### src/rtl/mem_access_ctrl_if.sv
// Bundle of request-side (control unit) and memory-side (memory_unit) signals for mem_access_ctrl.
// slave = the sequencer's view; master = the control unit plus memory model view.
interface mem_access_ctrl_if;
  logic        Start;
  logic        ReadWrite;
  logic [1:0]  Size;
  logic        SignedLoad;
  logic [31:0] Address;
  logic [31:0] WriteData;
  logic        MemEnable;
  logic        MemReadWrite;
  logic [31:0] MemAddress;
  logic [31:0] MemDataIn;
  logic [1:0]  MemWordSelector;
  logic [31:0] MemDataOut;
  logic        MFC;
  logic        Busy;
  logic        Done;
  logic        Fault;
  logic [1:0]  FaultCode;
  logic [31:0] ReadData;

  modport slave (
    input  Start, ReadWrite, Size, SignedLoad, Address, WriteData, MemDataOut, MFC,
    output MemEnable, MemReadWrite, MemAddress, MemDataIn, MemWordSelector,
           Busy, Done, Fault, FaultCode, ReadData
  );

  modport master (
    output Start, ReadWrite, Size, SignedLoad, Address, WriteData, MemDataOut, MFC,
    input  MemEnable, MemReadWrite, MemAddress, MemDataIn, MemWordSelector,
           Busy, Done, Fault, FaultCode, ReadData
  );
endinterface

### src/rtl/mem_access_ctrl.sv
// Load/store sequencer in front of memory_unit: MFC handshake, alignment and timeout faults, load extension.
// Define MEM_CTRL_MFC_SYNC_EN to pass MFC through a 2-flop synchronizer before use.
module mem_access_ctrl #(
  parameter int TIMEOUT_CYCLES = 64,
  parameter int CNT_W          = 16
) (
  input  logic Clk,
  input  logic Reset,
  mem_access_ctrl_if.slave bus
);
  typedef enum logic [1:0] {IDLE, WAIT_MFC, DONE} state_t;

  state_t      state_q, state_d;
  logic        rw_q, rw_d;
  logic [1:0]  size_q, size_d;
  logic        sgn_q, sgn_d;
  logic [31:0] addr_q, addr_d;
  logic [31:0] wdata_q, wdata_d;
  logic [CNT_W-1:0] cnt_q, cnt_d;
  logic        fault_q, fault_d;
  logic [1:0]  code_q, code_d;
  logic [31:0] rdata_q, rdata_d;
  logic        mfc;
  logic        misaligned;
  logic [31:0] load_ext;

`ifdef MEM_CTRL_MFC_SYNC_EN
  logic [1:0] mfc_sync_q;
  always_ff @(posedge Clk) begin
    if (Reset) mfc_sync_q <= 2'b00;
    else       mfc_sync_q <= {mfc_sync_q[0], bus.MFC};
  end
  assign mfc = mfc_sync_q[1];
`else
  assign mfc = bus.MFC;
`endif

  assign misaligned = ((bus.Size == 2'b01) && bus.Address[0]) ||
                      (bus.Size[1] && (bus.Address[1:0] != 2'b00));

  always_comb begin
    case (size_q)
      2'b00:   load_ext = {{24{sgn_q & bus.MemDataOut[7]}}, bus.MemDataOut[7:0]};
      2'b01:   load_ext = {{16{sgn_q & bus.MemDataOut[15]}}, bus.MemDataOut[15:0]};
      default: load_ext = bus.MemDataOut;
    endcase
  end

  always_ff @(posedge Clk) begin
    if (Reset) begin
      state_q <= IDLE;
      rw_q    <= 1'b0;
      size_q  <= 2'b00;
      sgn_q   <= 1'b0;
      addr_q  <= 32'h0;
      wdata_q <= 32'h0;
      cnt_q   <= '0;
      fault_q <= 1'b0;
      code_q  <= 2'b00;
      rdata_q <= 32'h0;
    end else begin
      state_q <= state_d;
      rw_q    <= rw_d;
      size_q  <= size_d;
      sgn_q   <= sgn_d;
      addr_q  <= addr_d;
      wdata_q <= wdata_d;
      cnt_q   <= cnt_d;
      fault_q <= fault_d;
      code_q  <= code_d;
      rdata_q <= rdata_d;
    end
  end

  always_comb begin
    state_d = state_q;
    rw_d    = rw_q;
    size_d  = size_q;
    sgn_d   = sgn_q;
    addr_d  = addr_q;
    wdata_d = wdata_q;
    cnt_d   = cnt_q;
    fault_d = fault_q;
    code_d  = code_q;
    rdata_d = rdata_q;
    case (state_q)
      IDLE: begin
        if (bus.Start) begin
          rw_d    = bus.ReadWrite;
          size_d  = bus.Size;
          sgn_d   = bus.SignedLoad;
          addr_d  = bus.Address;
          wdata_d = bus.WriteData;
          if (misaligned) begin
            state_d = DONE;
            fault_d = 1'b1;
            code_d  = 2'b01;
          end else begin
            state_d = WAIT_MFC;
            cnt_d   = '0;
            fault_d = 1'b0;
            code_d  = 2'b00;
          end
        end
      end
      WAIT_MFC: begin
        // MFC is checked first so that it wins over a coincident timeout
        if (mfc) begin
          if (rw_q) rdata_d = load_ext;
          state_d = DONE;
        end else if (cnt_q == CNT_W'(TIMEOUT_CYCLES - 1)) begin
          state_d = DONE;
          fault_d = 1'b1;
          code_d  = 2'b10;
        end else begin
          cnt_d = cnt_q + CNT_W'(1);
        end
      end
      DONE:    state_d = IDLE;
      default: state_d = IDLE;
    endcase
  end

  assign bus.MemEnable       = (state_q == WAIT_MFC);
  assign bus.MemReadWrite    = rw_q;
  assign bus.MemAddress      = addr_q;
  assign bus.MemDataIn       = wdata_q;
  assign bus.MemWordSelector = size_q[1] ? 2'b10 : size_q;
  assign bus.Busy            = (state_q != IDLE);
  assign bus.Done            = (state_q == DONE);
  assign bus.Fault           = fault_q;
  assign bus.FaultCode       = code_q;
  assign bus.ReadData        = rdata_q;
endmodule

### src/flat_wrapper.sv
// flat-port wrapper written by rule: the top's interface ports become plain ports
module mem_access_ctrl_flat 
#(
  parameter int TIMEOUT_CYCLES = 64,
  parameter int CNT_W          = 16
)
  (Clk, Reset, bus_Start, bus_ReadWrite, bus_Size, bus_SignedLoad, bus_Address, bus_WriteData, bus_MemDataOut, bus_MFC, bus_MemEnable, bus_MemReadWrite, bus_MemAddress, bus_MemDataIn, bus_MemWordSelector, bus_Busy, bus_Done, bus_Fault, bus_FaultCode, bus_ReadData);
  mem_access_ctrl_if bus_i ();
  input  logic Clk;
  input  logic Reset;
  input wire logic [$bits(bus_i.Start)-1:0] bus_Start;
  input wire logic [$bits(bus_i.ReadWrite)-1:0] bus_ReadWrite;
  input wire logic [$bits(bus_i.Size)-1:0] bus_Size;
  input wire logic [$bits(bus_i.SignedLoad)-1:0] bus_SignedLoad;
  input wire logic [$bits(bus_i.Address)-1:0] bus_Address;
  input wire logic [$bits(bus_i.WriteData)-1:0] bus_WriteData;
  input wire logic [$bits(bus_i.MemDataOut)-1:0] bus_MemDataOut;
  input wire logic [$bits(bus_i.MFC)-1:0] bus_MFC;
  output wire logic [$bits(bus_i.MemEnable)-1:0] bus_MemEnable;
  output wire logic [$bits(bus_i.MemReadWrite)-1:0] bus_MemReadWrite;
  output wire logic [$bits(bus_i.MemAddress)-1:0] bus_MemAddress;
  output wire logic [$bits(bus_i.MemDataIn)-1:0] bus_MemDataIn;
  output wire logic [$bits(bus_i.MemWordSelector)-1:0] bus_MemWordSelector;
  output wire logic [$bits(bus_i.Busy)-1:0] bus_Busy;
  output wire logic [$bits(bus_i.Done)-1:0] bus_Done;
  output wire logic [$bits(bus_i.Fault)-1:0] bus_Fault;
  output wire logic [$bits(bus_i.FaultCode)-1:0] bus_FaultCode;
  output wire logic [$bits(bus_i.ReadData)-1:0] bus_ReadData;
  assign bus_i.Start = bus_Start;
  assign bus_i.ReadWrite = bus_ReadWrite;
  assign bus_i.Size = bus_Size;
  assign bus_i.SignedLoad = bus_SignedLoad;
  assign bus_i.Address = bus_Address;
  assign bus_i.WriteData = bus_WriteData;
  assign bus_i.MemDataOut = bus_MemDataOut;
  assign bus_i.MFC = bus_MFC;
  assign bus_MemEnable = bus_i.MemEnable;
  assign bus_MemReadWrite = bus_i.MemReadWrite;
  assign bus_MemAddress = bus_i.MemAddress;
  assign bus_MemDataIn = bus_i.MemDataIn;
  assign bus_MemWordSelector = bus_i.MemWordSelector;
  assign bus_Busy = bus_i.Busy;
  assign bus_Done = bus_i.Done;
  assign bus_Fault = bus_i.Fault;
  assign bus_FaultCode = bus_i.FaultCode;
  assign bus_ReadData = bus_i.ReadData;
  mem_access_ctrl #(.TIMEOUT_CYCLES(TIMEOUT_CYCLES), .CNT_W(CNT_W)) u_core (.Clk(Clk), .Reset(Reset), .bus(bus_i));
endmodule
### config.mk
export PLATFORM = sky130hd
export DESIGN_NAME = mem_access_ctrl_flat
export DESIGN_NICKNAME = d
export VERILOG_FILES = /design/src/rtl/mem_access_ctrl_if.sv /design/src/rtl/mem_access_ctrl.sv /design/src/flat_wrapper.sv
export SDC_FILE = /design/constraint.sdc
export NUM_CORES = 1
export LEC_CHECK = 0
export BUFFER_PORTS_ARGS = -buffer_cell sky130_fd_sc_hd__buf_2
export CAP_MARGIN = 20
export CORE_MARGIN = 1.5
export CORE_UTILIZATION = 50
export CTS_CLUSTER_SIZE = 30
export DETAILED_ROUTE_END_ITERATION = 8
export PLACE_DENSITY = 0.89
export SLEW_MARGIN = 20
export SYNTH_ARGS = -nofsm -noshare
export SYNTH_HDL_FRONTEND = slang
export SYNTH_SLANG_ARGS = --single-unit
### constraint.sdc
create_clock -name Clk -period 3.5 [get_ports Clk]
set_input_delay 0.7 -clock Clk [delete_from_list [all_inputs] [get_ports Clk]]
set_output_delay 0.7 -clock Clk [all_outputs]
set_load 0.03 [all_outputs]
# Word-level counts from Yosys, hierarchy flattened
# Index checks and enable logic that the tools add are counted.
[totals]
register_bits = 121
in_bits = 104
[classes]
bitwise = 2
muxes = 21
n_eq_ne = 11
reduce_logical = 13
n_addsub = 1
[ops]
columns = ["cell", "count"]
rows = [
  ["2-to-1 mux 16 bit", 4],
  ["one-hot mux 32 bit (2 select lines)", 1],
  ["one-hot mux 16 bit (2 select lines)", 1],
  ["adder 16 x 1 -> 16 bit, second input constant", 1],
  ["== test 16 x 6 -> 1 bit, second input constant", 1],
  ["2-to-1 mux 2 bit", 7],
  ["!= test 2 bit, second input constant", 4],
  ["one-hot mux 2 bit (2 select lines)", 2],
  ["== test 2 x 1 -> 1 bit, second input constant", 3],
  ["nonzero test 2 bit", 3],
  ["2-to-1 mux 1 bit", 5],
  ["AND reduction 5 bit", 1],
  ["logical NOT 2 bit", 2],
  ["AND reduction 2 bit", 2],
  ["AND reduction 4 bit", 1],
  ["!= test 3 x 2 -> 1 bit, second input constant", 1],
  ["AND reduction 3 bit", 1],
  ["AND 1 bit", 2],
  ["== test 2 bit, second input constant", 1],
  ["logical AND 1 bit", 2],
  ["!= test 2 x 1 -> 1 bit, second input constant", 1],
  ["one-hot mux 1 bit (2 select lines)", 1],
  ["logical OR 1 bit", 1],
]

# Longest topological paths before layout
# Gate-level depths: netlist (run 1).
[depth]
word_depth = 6
ltp_mapped = 8
depth_no_buf = 6

# Least setup slack after synthesis (run 1)
# No wires, ideal clock.
[synth_path]
kind = "input to register"
startpoint = "input port bus_Start"
endpoint = "register u_core.cnt_q[15]"
n_path_buf = 1
setup_time_ns = 0.122
path_stages = 5
path_slack_ns = 1.503
required_time_ns = 3.378
t_arrival_ns = 1.876
cell_sequence = "or3b_1 buf_2 a211oi_4 a211oi_2 a221o_1"
[synth_between]
elab_chain_len = 2
[synth_rtl]
columns = ["element", "line", "source"]
rows = [
  ["start: declaration", "flat_wrapper.sv:11", "input wire logic [$bits(bus_i.Start)-1:0] bus_Start;"],
  ["!= test 2 bit (no source line)", "--", ""],
  ["AND reduction 5 bit (no source line)", "--", ""],
  ["end signal: assignment", "mem_access_ctrl.sv:68", "cnt_q <= cnt_d;"],
  ["end: declaration", "mem_access_ctrl.sv:19", "logic [CNT_W-1:0] cnt_q, cnt_d;"],
]
# Every way passes these cells.
# A chain may end at the register's enable or synchronous reset.

# Final worst setup path (run 1)
[layout_path]
startpoint = "register u_core.size_q[1]"
endpoint = "output port bus_MemWordSelector[0]"
[layout_between]
elab_chain_len = 1
[layout_rtl]
columns = ["element", "line", "source"]
rows = [
  ["start: declaration", "mem_access_ctrl.sv:15", "logic [1:0] size_q, size_d;"],
  ["start signal: assignment", "mem_access_ctrl.sv:64", "size_q <= size_d;"],
  ["2-to-1 mux 2 bit", "mem_access_ctrl.sv:128", "assign bus.MemWordSelector = size_q[1] ? 2'b10 : size_q;"],
  ["end: declaration", "flat_wrapper.sv:23", "output wire logic [$bits(bus_i.MemWordSelector)-1:0] bus_MemWordSelector;"],
]
# Every way passes these cells.

==> results of run 1 <==
[area by class of cell]
class,instances,area (sq um)
tap,111,139
clock inverter,14,161
sequential,121,2420
fill,707,2840
timing repair buffer,214,1090
clock buffer,18,428
inverter,2,7.51
multi-input combinational,419,2060
[report_power, final]
group          switching, mW  internal (mW)
Combinational          0.307          0.144
Sequential            0.0371           1.44
Clock                  0.670           1.05
[cells in the final DEF (no fill, tap or decap), types with 2 or more instances in the layout]
master,count
or2_2,3
o21a_1,3
a21oi_2,2
clkinvlp_4,4
and3_1,4
or3_1,3
a21o_1,3
clkbuf_8,2
or4_1,2
nand2_1,181
inv_6,4
mux2i_1,2
nand3_1,12
a211oi_1,16
a311oi_1,2
nor2b_1,2
o21ai_0,9
nand2b_1,2
nor3_1,13
buf_4,7
buf_2,207
nand4_1,2
nor2_1,37
dfxtp_1,121
inv_8,2
bufinv_16,2
a21oi_1,97
nand3b_1,3
clkbuf_16,16
[sequential cells by signal (all words and copies together), names as in the netlist]
name / cells
u_core.bus.FaultCode: 2
u_core.bus.ReadData: 32
u_core.bus.MemAddress: 32
u_core.cnt_q: 16
u_core.size_q: 2
u_core.state_q: 2
u_core.sgn_q: 1
u_core.bus.MemReadWrite: 1
u_core.bus.MemDataIn: 32
u_core.bus.Fault: 1
[cells by family after synthesis]
family                   share of synthesized area
multiplexers                               0.00429
AO/OA/AOI/OAI                                0.174
adder cells (fa/ha/maj)                    0.00268
AND/OR/NAND/NOR                              0.260
buffers and inverters                       0.0394
flip-flops                                   0.519
[routing by layer]
layer,vias to the layer above,global-route usage
li1,2354,-
met4,0,0.116
met5,-,0
met1,2176,0.302
met2,225,0.424
met3,41,0.0892
[stage by stage]
stage	cells	area [sq um]	power, mW
2_1_floorplan	583	4660	1.79
3_3_place_gp	867	5720	1.94
3_5_place_dp	867	5720	1.95
4_1_cts	899	6310	3.67
5_1_grt	899	6310	3.79
6_report	899	6310	3.65
[worst paths after layout]
kind                                                 from                   endpoint
worst max-delay path                     u_core.size_q[1]     bus_MemWordSelector[0]
worst min register to register  u_core.bus.MemAddress[10]  u_core.bus.MemAddress[10]
worst min-delay path                    bus_WriteData[14]   u_core.bus.MemDataIn[14]
worst max register to register          u_core.state_q[0]    u_core.bus.ReadData[21]
[critical path: cells and delay by family (launching register included)]
kind          cells  cell delay (ns)
flops             1             0.74
simple gates      1             0.14
buf+inv           1             0.22
==> out/qor.csv, run 1 <==
stage,metric,value,unit
grt,first-pass GRT wire length,20400,um
setup_path,R2R cell count,5,
flow_run,Max-cap violations,0,
synthesis,Post-synth EDFFs,0,
timing,Setup TNS,0,ns
synthesis,Commonest cells post-synth,"181 x nand2_1, 121 x dfxtp_1, 97 x a21oi_1, 37 x nor2_1, 27 x clkbuf_1",
hold_path,worst min path class,in -> reg,
timing,Worst-Margin Slew,0.747,ns
setup_path,Setup CP Type,reg -> out,
cts,CTS resizes,0,
grt,antenna violations before repair,0,
detailed_routing,Via density,5.33,
detailed_routing,WL met3,998,um
cts,"CTS clk-pin slew, worst paths",0.06,ns
floorplan,die height,99.6,um
synthesis,register area share after synthesis,0.519,
synthesis,Synth area leader,dfxtp_1,
floorplan,Initial Util,0.510,
cts,total CTS buffers,17,
cts,Longest Clk Path Bufs,2,
cts,post-CTS setup buffers,0,
setup_path,CP max stage delay,0.74,ns
timing,fmax,432,MHz
detailed_routing,Iteration-0 DRC Markers,355,
hold_path,hold path depth,3,
timing,Hold WS,0.422,ns
setup_path,"Arr. time, crit path",1.61,ns
timing,RSZ-0062 raised after global routing,false,
timing,fin crit share,0.661,
floorplan,io pins,209,
setup_path,Worst EP required,2.80,ns
power,Pleak,2.85,nW
detailed_routing,Top Metal Used,met4,
floorplan,Core Rows,35,
status,outcome,finished clean,
timing,Final Max Slew Viols,0,
floorplan,die area,9920,sq um
place,worst slack at placement,1.29,ns
place,count of port buffers added during placement,208,
final_layout,layout cells sized above 1,0.330,
final_layout,fin util,0.689,
power,power per cell area,578,nW/um^2
setup_path,critical path's slowest cell,dfxtp_1,
place,RD Place Congestion,0.890,
setup_path,Startpoint Class,register,
detailed_routing,Antenna Nets Post-Route,0,
place,Final HPWL DP,8570,um
floorplan,Core Area,9150,sq um
grt,Total GRT Usage,0.257,
timing,Setup Skew,0.0104,ns
grt,gr ovfl total,0,
setup_path,Max Fanout on Critical Path,21,
grt,vias in the first global route,4465,
detailed_routing,routed length per instance,14.2,um
detailed_routing,met2 wire len,6150,um
synthesis,synth warn,0,
synthesis,Area contributors post-synth,"dfxtp_1 52%, nand2_1 15%, a21oi_1 10%",
cts,Sinks on Clock Net,121,
synthesis,Mapped Cells,583,
timing,Final Critical Period,2.31,ns
synthesis,synthesis-stage register bit count,121,
cts,clk_lat worst skew,0.51,ns
setup_path,crit end category,output port,
setup_path,r2r setup slk,1.31,ns
cts,# hold bufs at CTS,0,
detailed_routing,DRC viols,0,
synthesis,mapped cell area,4660,sq um
synthesis,syn_nets,688,
synthesis,Async SR Flop Fraction,0,
setup_path,"Cell Chain, Critical Path",nor2b_1 -> buf_2,
final_layout,synth-to-layout area growth,35.3,%
floorplan,Die Wd,99.6,um
detailed_routing,First-pass DRT Iterations,5,
timing,setup ws final,1.19,ns
detailed_routing,via count,4796,
timing,Rel. slew slack,0.498,
detailed_routing,final wirelength,12800,um
cts,CTS tree,yes,
final_layout,Ant. Diodes,0,
cts,clock root cell,clkbuf_8,
detailed_routing,DRT met1 WL,5190,um
cts,depth of the CTS H-tree,4,
final_layout,final-stage net count,880,
grt,largest net degree at the start of global routing,70,
timing,"Setup violations, final",0,
timing,Fin. Hold Viols,0,
synthesis,most frequent cell after synthesis,nand2_1,
synthesis,syn avg cell area,8.00,sq um
power,worst vdd ir,0.000386,V
synthesis,post-synth top area share,0.519,
synthesis,post-synthesis cell type count,48,
synthesis,Synth Flop Type,dfxtp_1,
Power figures use the tool's default switching activity.
==> inputs of run 2 (changes only) <==
- CORE_UTILIZATION: 50 -> 42
- PLACE_DENSITY: 0.89 -> 0.8
- clock period: 3.5 -> 1.9 ns (I/O delays scaled with it)
==> out/qor.csv, run 2 (synthesis results as in run 1) <==
stage,metric,value,unit,change
timing,Worst-Margin Slew,0.730,ns,-0.0172 ns
power,P_sw,1.76,mW,+73%
grt,largest net degree at the start of global routing,78,,+11%
final_layout,Ant. Diodes,0,,unchanged
grt,vias in the first global route,4309,,-3.5%
power,Int Pwr,5.05,mW,+92%
detailed_routing,First-pass DRT Iterations,5,,unchanged
setup_path,"Arr. time, crit path",1.43,ns,-0.18 ns
floorplan,Core Area,10800,sq um,+18%
detailed_routing,Via density,5.00,,-6.2%
grt,first-pass GRT wire length,19900,um,-2.1%
cts,total CTS buffers,17,,unchanged
timing,"Setup violations, final",0,,unchanged
status,outcome,finished clean,,
timing,Setup TNS,0,ns,unchanged
final_layout,Fillers,977,,+38%
floorplan,Core Rows,38,,+8.6%
setup_path,CP max stage delay,0.34,ns,-0.40 ns
grt,gr ovfl total,0,,unchanged
place,RD Place Congestion,0.903,,+1.4%
cts,clock root cell,clkbuf_8,,
power,Comb power frac,0.128,,+0.004
timing,Fin. Hold Viols,0,,unchanged
floorplan,io pins,209,,unchanged
detailed_routing,DRC viols,0,,unchanged
setup_path,Setup CP Type,reg -> out,,
power,Pleak,2.98,nW,+4.3%
cts,"CTS clk-pin slew, worst paths",0.06,ns,about the same
setup_path,Worst EP required,1.52,ns,-1.28 ns
grt,antenna violations before repair,0,,unchanged
detailed_routing,routed length per instance,13.4,um,-5.5%
detailed_routing,Antenna Nets Post-Route,0,,unchanged
setup_path,worst reg2reg path startpoint,u_core.cnt_q[1],,
hold_path,worst min path class,in -> reg,,
place,placed cell count,911,,+5.1%
grt,Total GRT Usage,0.215,,-0.0420
timing,Final Max Slew Viols,0,,unchanged
cts,depth of the CTS H-tree,4,,unchanged
place,count of port buffers added during placement,208,,unchanged
cts,clk_lat worst skew,0.50,ns,about the same
setup_path,critical path's slowest cell,dfxtp_2,,
setup_path,critical path launch point,u_core.state_q[1],,
floorplan,Initial Util,0.430,,-0.0793
final_layout,"commonest non-fill, non-tap cell in the layout",buf_2,,
timing,fmax,554,MHz,
setup_path,"Cell Chain, Critical Path",nand2b_2 -> inv_2 -> buf_4 -> buf_6,,
floorplan,die height,108,um,+8.8%
flow_run,Max-cap violations,0,,unchanged
timing,RSZ-0062 raised after global routing,false,,
timing,Rel. slew slack,0.514,,+0.0153
power,Sequential Power Share,0.399,,-0.006
place,Final HPWL DP,8650,um,+0.93%
timing,Final Critical Period,1.81,ns,
setup_path,crit end category,output port,,
setup_path,R2R cell count,6,,+1
cts,Sinks on Clock Net,121,,unchanged
power,Sw Ratio,0.258,,-0.0199
setup_path,R2R Path End,u_core.cnt_q[15],,
cts,Longest Clk Path Bufs,2,,unchanged
final_layout,most frequent cells in the layout,"206 x buf_2, 180 x nand2_1, 118 x dfxtp_1, 97 x a21oi_1, 37 x nor2_1",,
cts,CTS tree,yes,,
detailed_routing,Iteration-0 DRC Markers,252,,-29%
detailed_routing,via count,4729,,-1.4%
power,worst vdd ir,0.000678,V,+76%
final_layout,final-stage net count,897,,+1.9%
power,power per cell area,1040,nW/um^2,+79%
power,clock share of power,0.473,,+0.002
setup_path,end of the critical path,bus_MemEnable,,
final_layout,layout cells sized above 1,0.352,,+0.0216
floorplan,die area,11700,sq um,+18%
setup_path,Startpoint Class,register,,
setup_path,r2r setup slk,0.10,ns,-1.21 ns
final_layout,Post-Layout Cell Count,945,,+5.1%
timing,fin crit share,0.951,,
timing,Setup Skew,0.00990,ns,-0.000520 ns
floorplan,Die Wd,108,um,+8.8%
setup_path,Max Fanout on Critical Path,6,,-71%
final_layout,synth-to-layout area growth,40.8,%,
detailed_routing,final wirelength,12700,um,-0.62%
## run 2: worst min-delay path by stage
stage / startpoint / to / depth (start not counted)
detailed placement: u_core.bus.MemAddress[30] / u_core.bus.MemAddress[30] / 2
CTS: bus_Address[16] / u_core.bus.MemAddress[16] / 3
floorplan: u_core.cnt_q[13] / u_core.cnt_q[13] / 1
finish: bus_Address[12] / u_core.bus.MemAddress[12] / 3
global route: bus_WriteData[2] / u_core.bus.MemDataIn[2] / 3
global placement: u_core.bus.MemAddress[29] / u_core.bus.MemAddress[29] / 2
## run 2: layout make-up
class                   count  area, sq um  area share
clock buffers              21          459      0.0700
clock inverters            11          145      0.0221
flip-flops and latches    121         2430       0.370
well taps                 140          175      0.0267
inverters                   2         7.51     0.00114
multi-input cells         419         2080       0.317
repair buffers            231         1270       0.194
## run 2: timing repair
action / 4_1_cts / 5_1_grt
hold buffers: 0 / 0
pin swaps: 0 / 1
gates resized for setup: 2 / 8
buffers inserted: 0 / 2
setup endpoints to repair: 1 / 10
## run 2: critical path, delay by kind of cell, from the launching register on
kind,cells,cell delay [ns]
buffers and inverters,3,0.36
DFF,1,0.34
and+or+nand+nor,1,0.23
## run 2: layer usage
metal  track usage  vias up  routed length [um]
li1              -     2386                   -
met4        0.0855        0                 169
met3        0.0621       14                 912
met2         0.363      187                6230
met1         0.257     2142                5360
met5             0        -                   0
## run 2: through the flow
| stage | cell area (sq um) | power [mW] | setup WS (ns) | utilization | hold slack [ns] |
|---|---|---|---|---|---|
| global placement | 5920 | 3.62 | 0.0714 | 0.546 | 0.438 |
| floorplan | 4660 | 3.30 | 0.115 | - | 0.441 |
| finish | 6560 | 6.80 | 0.0938 | 0.605 | 0.114 |
| global route | 6560 | 7.08 | 0.0137 | 0.605 | 0.0925 |
| detailed placement | 5920 | 3.63 | 0.0491 | 0.546 | 0.444 |
| CTS | 6530 | 6.87 | 0.00741 | 0.602 | 0.0888 |
## run 2: power groups by stage
stage	Sequential [mW]	Clock, mW	Combinational, mW
3_5_place_dp	2.77	0	0.867
4_1_cts	2.71	3.28	0.873
5_1_grt	2.73	3.41	0.947
2_1_floorplan	2.97	0	0.332
6_report	2.72	3.22	0.868
3_3_place_gp	2.76	0	0.861
==> inputs of run 3 (changes only) <==
- CORE_UTILIZATION: 42 -> 50
- GPL_TIMING_DRIVEN: default -> 0
- PLACE_DENSITY: 0.8 -> 0.89
- clock period: 1.9 -> 2.1 ns (I/O delays scaled with it)
==> out/qor.csv, run 3 (synthesis results as in run 1) <==
stage,metric,value,unit,change
timing,Rel. slew slack,0.627,,+0.113
power,clock share of power,0.459,,-0.014
power,total power,6.01,mW,-12%
cts,depth of the CTS H-tree,4,,unchanged
timing,Setup Skew,0.0216,ns,+0.0117 ns
cts,total CTS buffers,17,,unchanged
setup_path,crit end category,register,,
power,P_sw,1.73,mW,-1.5%
setup_path,worst path bufs/invs,1,,-2
detailed_routing,routed length per instance,14.7,um,+9.6%
cts,"CTS clk-pin slew, worst paths",0.07,ns,about the same
final_layout,"commonest non-fill, non-tap cell in the layout",buf_2,,
power,Comb power frac,0.132,,+0.004
timing,Hold WS,0.126,ns,+0.0128 ns
timing,Setup TNS,0,ns,unchanged
timing,fin crit share,0.976,,
timing,Final Max Slew Viols,0,,unchanged
grt,gr ovfl total,0,,unchanged
floorplan,die area,9920,sq um,-16%
cts,clock root cell,clkbuf_8,,
cts,clk_lat worst skew,0.53,ns,+0.03 ns
detailed_routing,DRC viols,0,,unchanged
cts,Sinks on Clock Net,121,,unchanged
floorplan,die height,99.6,um,-8.1%
final_layout,most frequent cells in the layout,"217 x buf_2, 181 x nand2_1, 121 x dfxtp_1, 97 x a21oi_1, 37 x nor2_1",,
power,Pleak,2.90,nW,-2.7%
floorplan,Core Area,9150,sq um,-16%
final_layout,layout cells sized above 1,0.322,,-0.0296
setup_path,Worst EP required,2.49,ns,+0.97 ns
power,worst vdd ir,0.000783,V,+15%
power,power per cell area,935,nW/um^2,-9.8%
timing,fmax,488,MHz,
cts,# hold bufs at CTS,0,,unchanged
place,Final HPWL DP,9690,um,+12%
status,outcome,finished clean,,
setup_path,"Arr. time, crit path",2.44,ns,+1.01 ns
floorplan,io pins,209,,unchanged
floorplan,Core Rows,35,,-7.9%
final_layout,Final Cell Area,6420,sq um,-2.1%
setup_path,critical path's slowest cell,dfxtp_1,,
grt,Total GRT Usage,0.280,,+0.0653
setup_path,"Cell Chain, Critical Path",ha_1 -> and3_1 -> nand4_4 -> and3b_1 -> buf_6 -> and3_1 -> a221o_1,,
setup_path,CP max stage delay,0.39,ns,+0.05 ns
setup_path,Max Fanout on Critical Path,8,,+2
timing,Fin. Hold Viols,0,,unchanged
cts,CTS tree,yes,,
power,Sequential Power Share,0.409,,+0.010
power,Int Pwr,4.28,mW,-15%
detailed_routing,via count,4925,,+4.1%
grt,largest net degree at the start of global routing,17,,-78%
setup_path,Setup CP Type,reg -> reg,,
hold_path,worst min path class,in -> reg,,
cts,post-CTS setup buffers,0,,unchanged
detailed_routing,Antenna Nets Post-Route,0,,unchanged
detailed_routing,final wirelength,13700,um,+8.4%
detailed_routing,Via density,5.27,,+5.4%
floorplan,Initial Util,0.510,,+0.0793
final_layout,synth-to-layout area growth,37.8,%,
floorplan,Die Wd,99.6,um,-8.1%
timing,Worst-Margin Slew,0.560,ns,-0.170 ns
place,count of port buffers added during placement,208,,unchanged
place,"Cell Area, Placed",5840,sq um,-1.3%
setup_path,Worst path most repeated cell,and3_1,,
setup_path,Startpoint Class,register,,
grt,vias in the first global route,4730,,+9.8%
grt,antenna violations before repair,0,,unchanged
cts,Longest Clk Path Bufs,2,,unchanged
timing,Final Critical Period,2.05,ns,
detailed_routing,Iteration-0 DRC Markers,357,,+42%
flow_run,Max-cap violations,0,,unchanged
timing,"Setup violations, final",0,,unchanged
detailed_routing,First-pass DRT Iterations,5,,unchanged
final_layout,Ant. Diodes,0,,unchanged
place,RD Place Congestion,0.922,,+2.1%
grt,first-pass GRT wire length,22000,um,+11%
setup_path,"delay-heaviest family, CP",simple AND/OR/NAND/NOR gates,,
final_layout,final-stage net count,915,,+2.0%
power,Sw Ratio,0.288,,+0.0298
-- run 3: cell types whose count changed in the layout (fill, tap and decap cells not counted), moves of 2 or more --
| cell | before | now |
|---|---|---|
| dfxtp_2 | 3 | 0 |
| dfxtp_1 | 118 | 121 |
| buf_1 | 0 | 3 |
| clkbuf_1 | 1 | 27 |
| clkbuf_8 | 4 | 2 |
| inv_6 | 0 | 5 |
| buf_2 | 206 | 217 |
| clkinv_2 | 3 | 1 |
| clkinvlp_4 | 3 | 5 |
| buf_12 | 4 | 0 |
| bufinv_16 | 3 | 1 |
| buf_4 | 20 | 1 |
-- run 3: repair_timing --
action	4_1_cts	5_1_grt
endpoints found under the setup margin	2	10
pin swaps	0	0
gates resized for setup	2	1
gates cloned	0	0
-- run 3: worst register-to-register path: cells and delay by family (launching register included) --
family / cells / cell delay, ns
fa+ha+maj: 1 / 0.24
compound gates: 1 / 0.26
simple gates: 4 / 0.90
flops: 1 / 0.39
buf+inv: 1 / 0.13
-- run 3: layer usage --
layer  track usage  vias up  part of all wire
met4         0.131        0             0.032
met3        0.0942       35             0.079
met5             0        -                 0
met1         0.326     2256              0.41
li1              -     2432                 -
met2         0.466      202              0.48
-- run 3: path summary, 6_finish.rpt --
kind | cells past startpoint | endpoint | startpoint | slack (ns)
worst max-delay path | 7 | u_core.cnt_q[15] | u_core.cnt_q[0] | 0.05
worst min-delay path | 3 | u_core.bus.MemDataIn[13] | bus_WriteData[13] | 0.13
worst max register to register | 7 | u_core.cnt_q[15] | u_core.cnt_q[0] | 0.05
worst min register to register | 2 | u_core.bus.MemDataIn[0] | u_core.bus.MemDataIn[0] | 0.45
-- run 3: per-stage QoR --
step | setup slack (ns) | util | std cells
floorplan | 0.315 | - | 583
global placement | -0.00169 | 0.638 | 902
detailed placement | -0.0159 | 0.638 | 902
CTS | 0.0412 | 0.701 | 934
global route | -0.000518 | 0.702 | 934
finish | 0.0496 | 0.702 | 934
-- run 3: area by class of cell --
| class | instances | area (sq um) |
|---|---|---|
| Buffer | 41 | 176 |
| Clock buffer | 18 | 428 |
| Clock inverter | 14 | 136 |
| Fill cell | 717 | 2730 |
| Inverter | 2 | 7.51 |
| Multi-Input combinational cell | 419 | 2070 |
| Sequential cell | 121 | 2420 |
| Tap cell | 111 | 139 |
| Timing Repair Buffer | 208 | 1040 |
-- run 3: power by group through the flow --
stage               registers [mW]  logic (mW)  clock network [mW]
floorplan                     2.69       0.300                   0
global placement              2.50       0.776                   0
detailed placement            2.50       0.784                   0
CTS                           2.46       0.793                2.77
global route                  2.47       0.863                2.89
finish                        2.46       0.795                2.75
